## config.mk

```make
export PLATFORM = sky130hd
export DESIGN_NAME = store_unit
export DESIGN_NICKNAME = d
export VERILOG_FILES = /design/src/rtl/store_unit_pkg.sv /design/src/rtl/store_merge.sv /design/src/rtl/store_unit.sv
export SDC_FILE = /design/constraint.sdc
export NUM_CORES = 1
export LEC_CHECK = 0
export ABC_AREA = 1
export BUFFER_PORTS_ARGS = -buffer_cell sky130_fd_sc_hd__buf_2
export CAP_MARGIN = 25
export CORE_AREA = 2 2 122 124
export DETAILED_ROUTE_END_ITERATION = 16
export DIE_AREA = 0 0 124 126
export PLACE_DENSITY_LB_ADDON = 0.08
export SLEW_MARGIN = 20
export SYNTH_ARGS = -nofsm -noshare
export SYNTH_HDL_FRONTEND = slang
export SYNTH_SLANG_ARGS = --single-unit
```

## constraint.sdc

```tcl
create_clock -name clk -period 3.1 [get_ports clk]
set_input_delay 0.155 -clock clk [delete_from_list [all_inputs] [get_ports clk]]
set_output_delay 0.155 -clock clk [all_outputs]
set_load 0.03 [all_outputs]
```

## src/rtl/store_unit_pkg.sv

```systemverilog
// Shared definitions for the store unit: store kinds, FSM states, datapath widths
// and the alignment rule.
package store_unit_pkg;

  localparam int WORD_W = 32;
  localparam int IDX_W  = 7;
  localparam int ADDR_W = 9;

  localparam logic [1:0] SEL_SW  = 2'b00;
  localparam logic [1:0] SEL_SB  = 2'b01;
  localparam logic [1:0] SEL_SH  = 2'b10;
  localparam logic [1:0] SEL_RSV = 2'b11;

  typedef enum logic [1:0] {
    ST_IDLE  = 2'd0,
    ST_READ  = 2'd1,
    ST_WRITE = 2'd2
  } state_e;

  // A request is rejected if it is misaligned for its size or uses the reserved kind.
  function automatic logic is_bad(input logic [1:0] sel, input logic [1:0] lo);
    logic bad;
    case (sel)
      SEL_SW:  bad = (lo != 2'b00);
      SEL_SB:  bad = 1'b0;
      SEL_SH:  bad = lo[0];
      default: bad = 1'b1;
    endcase
    return bad;
  endfunction

endpackage

```

## src/rtl/store_merge.sv

```systemverilog
// Combinational lane insertion: builds the word to write from the old word,
// the store data, the store kind and the byte offset.
module store_merge
  import store_unit_pkg::*;
(
  input  logic [WORD_W-1:0] old_word_i,
  input  logic [WORD_W-1:0] data_i,
  input  logic [1:0]        kind_i,
  input  logic [1:0]        lane_i,
  output logic [WORD_W-1:0] new_word_o
);

  always_comb begin
    new_word_o = old_word_i;
    case (kind_i)
      SEL_SB: begin
        case (lane_i)
          2'd0:    new_word_o[7:0]   = data_i[7:0];
          2'd1:    new_word_o[15:8]  = data_i[7:0];
          2'd2:    new_word_o[23:16] = data_i[7:0];
          default: new_word_o[31:24] = data_i[7:0];
        endcase
      end
      SEL_SH: begin
        if (lane_i[1]) new_word_o[31:16] = data_i[15:0];
        else           new_word_o[15:0]  = data_i[15:0];
      end
      // Full-word store (the reserved kind never reaches WRITE).
      default: new_word_o = data_i;
    endcase
  end

endmodule

```

## src/rtl/store_unit.sv

```systemverilog
// Store unit: accepts sw/sb/sh requests, performs read-modify-write for
// sub-word stores and rejects misaligned or reserved requests with done+err.
module store_unit
  import store_unit_pkg::*;
(
  input  logic                clk,
  input  logic                rst,
  input  logic                st_valid,
  output logic                st_ready,
  input  logic [1:0]          STORESel,
  input  logic [ADDR_W-1:0]   addr,
  input  logic [WORD_W-1:0]   wdata,
  output logic [IDX_W-1:0]    mem_addr,
  input  logic [WORD_W-1:0]   mem_rdata,
  output logic                mem_we,
  output logic [WORD_W-1:0]   mem_wdata,
  output logic                done,
  output logic                err
);

  state_e              state_q, state_d;
  logic [1:0]          sel_q;
  logic [ADDR_W-1:0]   addr_q;
  logic [WORD_W-1:0]   wdata_q;
  logic [WORD_W-1:0]   rdata_q;
  logic                rej_q, rej_d;
  logic                accept;
  logic                bad;

  assign accept = st_valid && (state_q == ST_IDLE);
  assign bad    = is_bad(STORESel, addr[1:0]);

  always_comb begin
    state_d = state_q;
    rej_d   = accept && bad;
    case (state_q)
      ST_IDLE: begin
        if (accept && !bad) state_d = (STORESel == SEL_SW) ? ST_WRITE : ST_READ;
      end
      ST_READ:  state_d = ST_WRITE;
      ST_WRITE: state_d = ST_IDLE;
      default:  state_d = ST_IDLE;
    endcase
  end

  always_ff @(posedge clk or posedge rst) begin
    if (rst) begin
      state_q <= ST_IDLE;
      rej_q   <= 1'b0;
      sel_q   <= '0;
      addr_q  <= '0;
      wdata_q <= '0;
      rdata_q <= '0;
    end else begin
      state_q <= state_d;
      rej_q   <= rej_d;
      if (accept) begin
        sel_q   <= STORESel;
        addr_q  <= addr;
        wdata_q <= wdata;
      end
      // The READ cycle follows any earlier WRITE, so it sees the prior store.
      if (state_q == ST_READ) rdata_q <= mem_rdata;
    end
  end

  store_merge u_merge (
    .old_word_i (rdata_q),
    .data_i     (wdata_q),
    .kind_i     (sel_q),
    .lane_i     (addr_q[1:0]),
    .new_word_o (mem_wdata)
  );

  assign st_ready = (state_q == ST_IDLE);
  assign mem_addr = addr_q[ADDR_W-1:2];
  assign mem_we   = (state_q == ST_WRITE);
  assign done     = mem_we | rej_q;
  assign err      = rej_q;

endmodule

```

# Word level (Yosys, flattened, before mapping)

Index checks and enable logic that the tools add are counted.

Bits in latches: 0
Memories: 0
Output and inout port bits: 43
Memory bits (writable): 0
Flip-flop bits (word level): 78
ROM bits: 0
Logic and storage cells: 36

Reduce and logical (&&, ||, !) cells: 9
Bitwise gates (word level): 1
Shifts and indexed selects: 0
Muxes and demuxes: 11
Eq/ne operators: 9
Add/sub/neg operators: 0
Multiply operators: 0
Div/mod/pow operators: 0
Magnitude comparators: 0

Operator list:

| kind                                                            | number |
|---|---|
| 32-bit case mux with 2 select lines                             | 1 |
| 16-bit two-way mux                                              | 2 |
| 8-bit two-way mux                                               | 4 |
| 2-bit by 1-bit == test with 1-bit output, second input constant | 4 |
| 2-bit == test, second input constant                            | 4 |
| 2-bit logical NOT                                               | 3 |
| 2-bit two-way mux                                               | 2 |
| 2-bit case mux with 2 select lines                              | 1 |
| 1-bit logical AND                                               | 3 |
| 1-bit case mux with 3 select lines                              | 1 |
| 3-bit OR reduction                                              | 1 |
| 2-bit by 1-bit != test with 1-bit output, second input constant | 1 |
| 2-bit nonzero test                                              | 1 |
| 1-bit logical NOT                                               | 1 |
| 1-bit bitwise OR                                                | 1 |

# Longest topological paths before layout

Depth after elaboration: 6
Mapped depth: 9
Gate-level depth less buffers: 8

# Cells and area by module

Synthesis repeated with hierarchy kept, for this count alone.

Cell total of the unflattened synthesis: 667
Area total of the unflattened synthesis: 4,489.3 sq um

Modules (own cells, without submodules):

| module      | area each (sq um) | cells an instance | seq. area each (sq um) | instances |
|---|---|---|---|---|
| store_unit  | 3,114.2           | 350               | 1,951.9                | 1 |
| store_merge | 1,375.1           | 317               | 0.0                    | 1 |

# Least setup slack after synthesis

OpenSTA, ideal clock, no wires.

Kind: register to output
Start point: register sel_q[1]
End point: output port mem_wdata[1]
Cell stages (with the launch flop): 7
Required time: 2.945 ns
Arrival: 1.724 ns
Setup slack: 1.221 ns
Path through: dfrtp_1 ha_1 buf_6 inv_2 nand2_2 a21oi_4 o21ai_0

Word-level cells in the longest chain between the ends: 2

RTL lines:

| item                                                                             | line              | text |
|---|---|---|
| from (decl)                                                                      | store_unit.sv:22  | `logic [1:0] sel_q;` |
| from (signal assigned)                                                           | store_unit.sv:58  | `sel_q <= STORESel;` |
| 2-bit == test / 2-bit by 1-bit == test with 1-bit output (equally long branches) | store_merge.sv:15 | `case (kind_i)` |
| 32-bit case mux with 2 select lines *                                            | store_merge.sv:15 |  |
| to (decl)                                                                        | store_unit.sv:16  | `output logic [WORD_W-1:0] mem_wdata,` |

Every way passes the cells marked *; elsewhere a longest branch is shown, timed or not.

# Final worst setup path

Start point: register sel_q[0]
End point: output port mem_wdata[31]

Same word-level chain as after synthesis.

==> flow_summary.yaml <==
global_routing:
  grt_pass1_wl_mm: 20.8
  grt_max_degree: 53
  grt_pass1_vias: 3917
  overflow: 0
  antenna_found_initial: 0
  grt-busiest-layer: "met2"
  gr-usage-met2_pct: 28.2
  grt_use_met3_pct: 3.26
  grt_util_all_layers_pct: 17.7
  met1_usage_pct: 24.2
floorplan:
  ios: 121
  start_util_pct: 29.4
  die_y_um: 126
  rows: 44
  die-area_um2: 15600
  core_um2: 14300
  die_w_um: 124
layout:
  fin_cells: 851
  layout_commonest_cell: "nand2_1"
  fillers: 1583
  nets: 743
  regArea_um2: 1950
  multi_input_area_um2: 1860
  diodes: 0
  area_growth_pct: 23.9
  drive_above_1_share_pct: 26.1
  layout_common_cells: "191 x nand2_1, 120 x buf_2, 78 x dfrtp_1"
worst_setup_path:
  arrival_ns: 2.47
  crit_fanout: 21
  end_kind: "output port"
  required_ns: 2.94
  startpoint_type: "register"
  crit_type: "reg2out"
synth:
  synth_xor_area_share_pct: 0
  synth_edf_count: 0
  syn_area_um2: 4200
  synth_area_leaders: "dfrtp_1 46%, nand2_1 17%, nand3_1 7.6%"
  async_reset_ff_share_pct: 100
  synthAdderAreaFrac_pct: 0.596
  synth_flop_cell: "dfrtp_1"
  synth-simple-area-share_pct: 32.2
  synth_compound_area_share_pct: 7.21
  synth_area_leader_cell: "dfrtp_1"
  synth_top_area_share_pct: 46.5
  synth.area.mux_share_pct: 4.29
  ys_ff_latch: 78
  synth.avg_cell_area_um2: 7.63
  synth_warnings: 0
  synth.distinct_cells: 25
  synthCells: 551
  ys_seq_area_share_pct: 46.5
  synth_top_family_by_area: "simple AND/OR/NAND/NOR gates"
  synth_nets: 631
cts:
  clkSinkCount: 78
  numCtsBuffers: 9
  cts.repair.resized: 0
  clkLatencyLatePin_ns: 0.34
  clk_pin_slew_worst_paths_ns: 0.06
  cts_root_buffer: "clkbuf_16"
  cts.htree.levels: 3
  postCtsSetupBuffers: 0
  cts_hold_buf: 6
  cts_tree: "done"
  clockBufferDepth: 2
worst_hold_path:
  hold_class: "in2reg"
flow_run:
  cap_violations: 0
power_and_ir_drop:
  pwr_density_cell_nw_per_um2: 755
  leakagePower_nw: 2.78
  p_sw_share_pct: 41.6
  p_seq_share_pct: 35.7
  clock_power_share_pct: 25.3
  ir_worst_vdd_mv: 0.268
  combPwrFrac_pct: 39.0
  power.internal_w: 0.00230
  switching_power_w: 0.00163
timing:
  worst_clock_skew_ns: 0.00437
  hold_viol: 0
  max_slew_margin_pct: 41.5
  max_freq_mhz: 381
  fin_hold_ws_ns: 0.00351
  finalSetupViolations: 0
  period_minus_slack_ns: 2.62
  rsz0062_at_grt: "no"
  final.period_utilization_pct: 84.6
  tightest_slew_ns: 0.877
  final_max_slew_viol_count: 0
  tns_ns: 0
status:
  status: "complete, no violations"
placement:
  dp.cells: 829
  dp_hpwl_mm: 9.78
  portBuffers: 120
  place_congestion: 0.810
detailed_routing:
  first_pass_iters: 5
  drc_errors: 0
  avgViaCountPerCell: 4.60
  wire_per_inst_um: 15.7
  finalWirelength_mm: 13.4
  via_count: 3915
  final_antenna_net_count: 0
  drtIter0Drc: 208
[power by group through the flow]
stage	combinational, W	clock (W)	sequential, W
finish	0.00153	0.000994	0.00140
global route	0.00169	0.00106	0.00143
CTS	0.00155	0.00102	0.00140
detailed placement	0.00154	0	0.00141
global placement	0.00153	0	0.00142
floorplan	0.00116	0	0.00135
[final timing paths]
| kind | startpoint | to | slack, ns | cells past startpoint |
|---|---|---|---|---|
| min in group asynchronous | rst | addr_q[7] | 0.45 | 3 |
| max in group asynchronous | rst | wdata_q[29] | 1.86 | 4 |
| worst max-delay path | sel_q[0] | mem_wdata[31] | 0.48 | 7 |
| worst max register to register | state_q[1] | rdata_q[4] | 1.48 | 4 |
| worst min-delay path | wdata[21] | wdata_q[21] | 0.004 | 3 |
| worst min register to register | addr_q[7] | addr_q[7] | 0.48 | 2 |
[Yosys cell counts, types with 2 or more instances]
cell type  instances
a21oi_1           32
a21oi_4            2
buf_2              6
buf_4             16
buf_6              4
clkbuf_1           4
clkbuf_8           2
dfrtp_1           78
ha_1               2
inv_1             34
inv_2              4
mux2_2            16
nand2_1          192
nand2_2            4
nand3_1           64
nor2_1            61
nor2_2             2
o21ai_0           20
o21ai_1            2
[logic make-up (layout without fill, tap and decap cells)]
kind of cell / Yosys count / count (layout)
buffers and inverters: 72 / 188
and+or+nand+nor: 327 / 327
DFF: 78 / 78
adders and majority gates: 2 / 2
AOI/OAI and AO/OA: 56 / 56
muxes: 16 / 16
[final cells by class]
| class | count | share of cell area, % |
|---|---|---|
| flip-flops and latches | 78 | 37.5 |
| repair buffers | 134 | 14.2 |
| inverters | 39 | 2.89 |
| well taps | 184 | 4.42 |
| multi-input cells | 401 | 35.8 |
| clock buffers | 14 | 5.07 |
| clock inverters | 1 | 0.0962 |
[critical path, stage by stage (launching register included)]
cell and delay (ns):
dfrtp_1 0.35, inv_1 0.06, ha_1 0.46, inv_2 0.38, buf_4 0.33, nor2_1 0.09, a21oi_1 0.21, buf_2 0.25
[flip-flops by register name (all words and copies together) (netlist names)]
signal,cells
err,1
sel_q,2
state_q,2
wdata_q,32
rdata_q,32
addr_q,9
[per-stage QoR]
step	total power (W)	util (%)	instance area [µm²]	setup slack, ns
global route	0.00418	36.4	5200	0.345
global placement	0.00295	33.9	4850	0.884
CTS	0.00398	36.2	5180	0.466
floorplan	0.00251	-	4200	0.950
detailed placement	0.00296	33.9	4850	0.842
finish	0.00393	36.4	5200	0.477
[routing by layer]
| layer | vias up | part of all wire (%) |
|---|---|---|
| met5 | - | 0 |
| met4 | 0 | 1.8 |
| met3 | 14 | 5.8 |
| met2 | 99 | 47 |
| met1 | 1837 | 46 |
| li1 | 1965 | - |
Power figures use the tool's default switching activity.
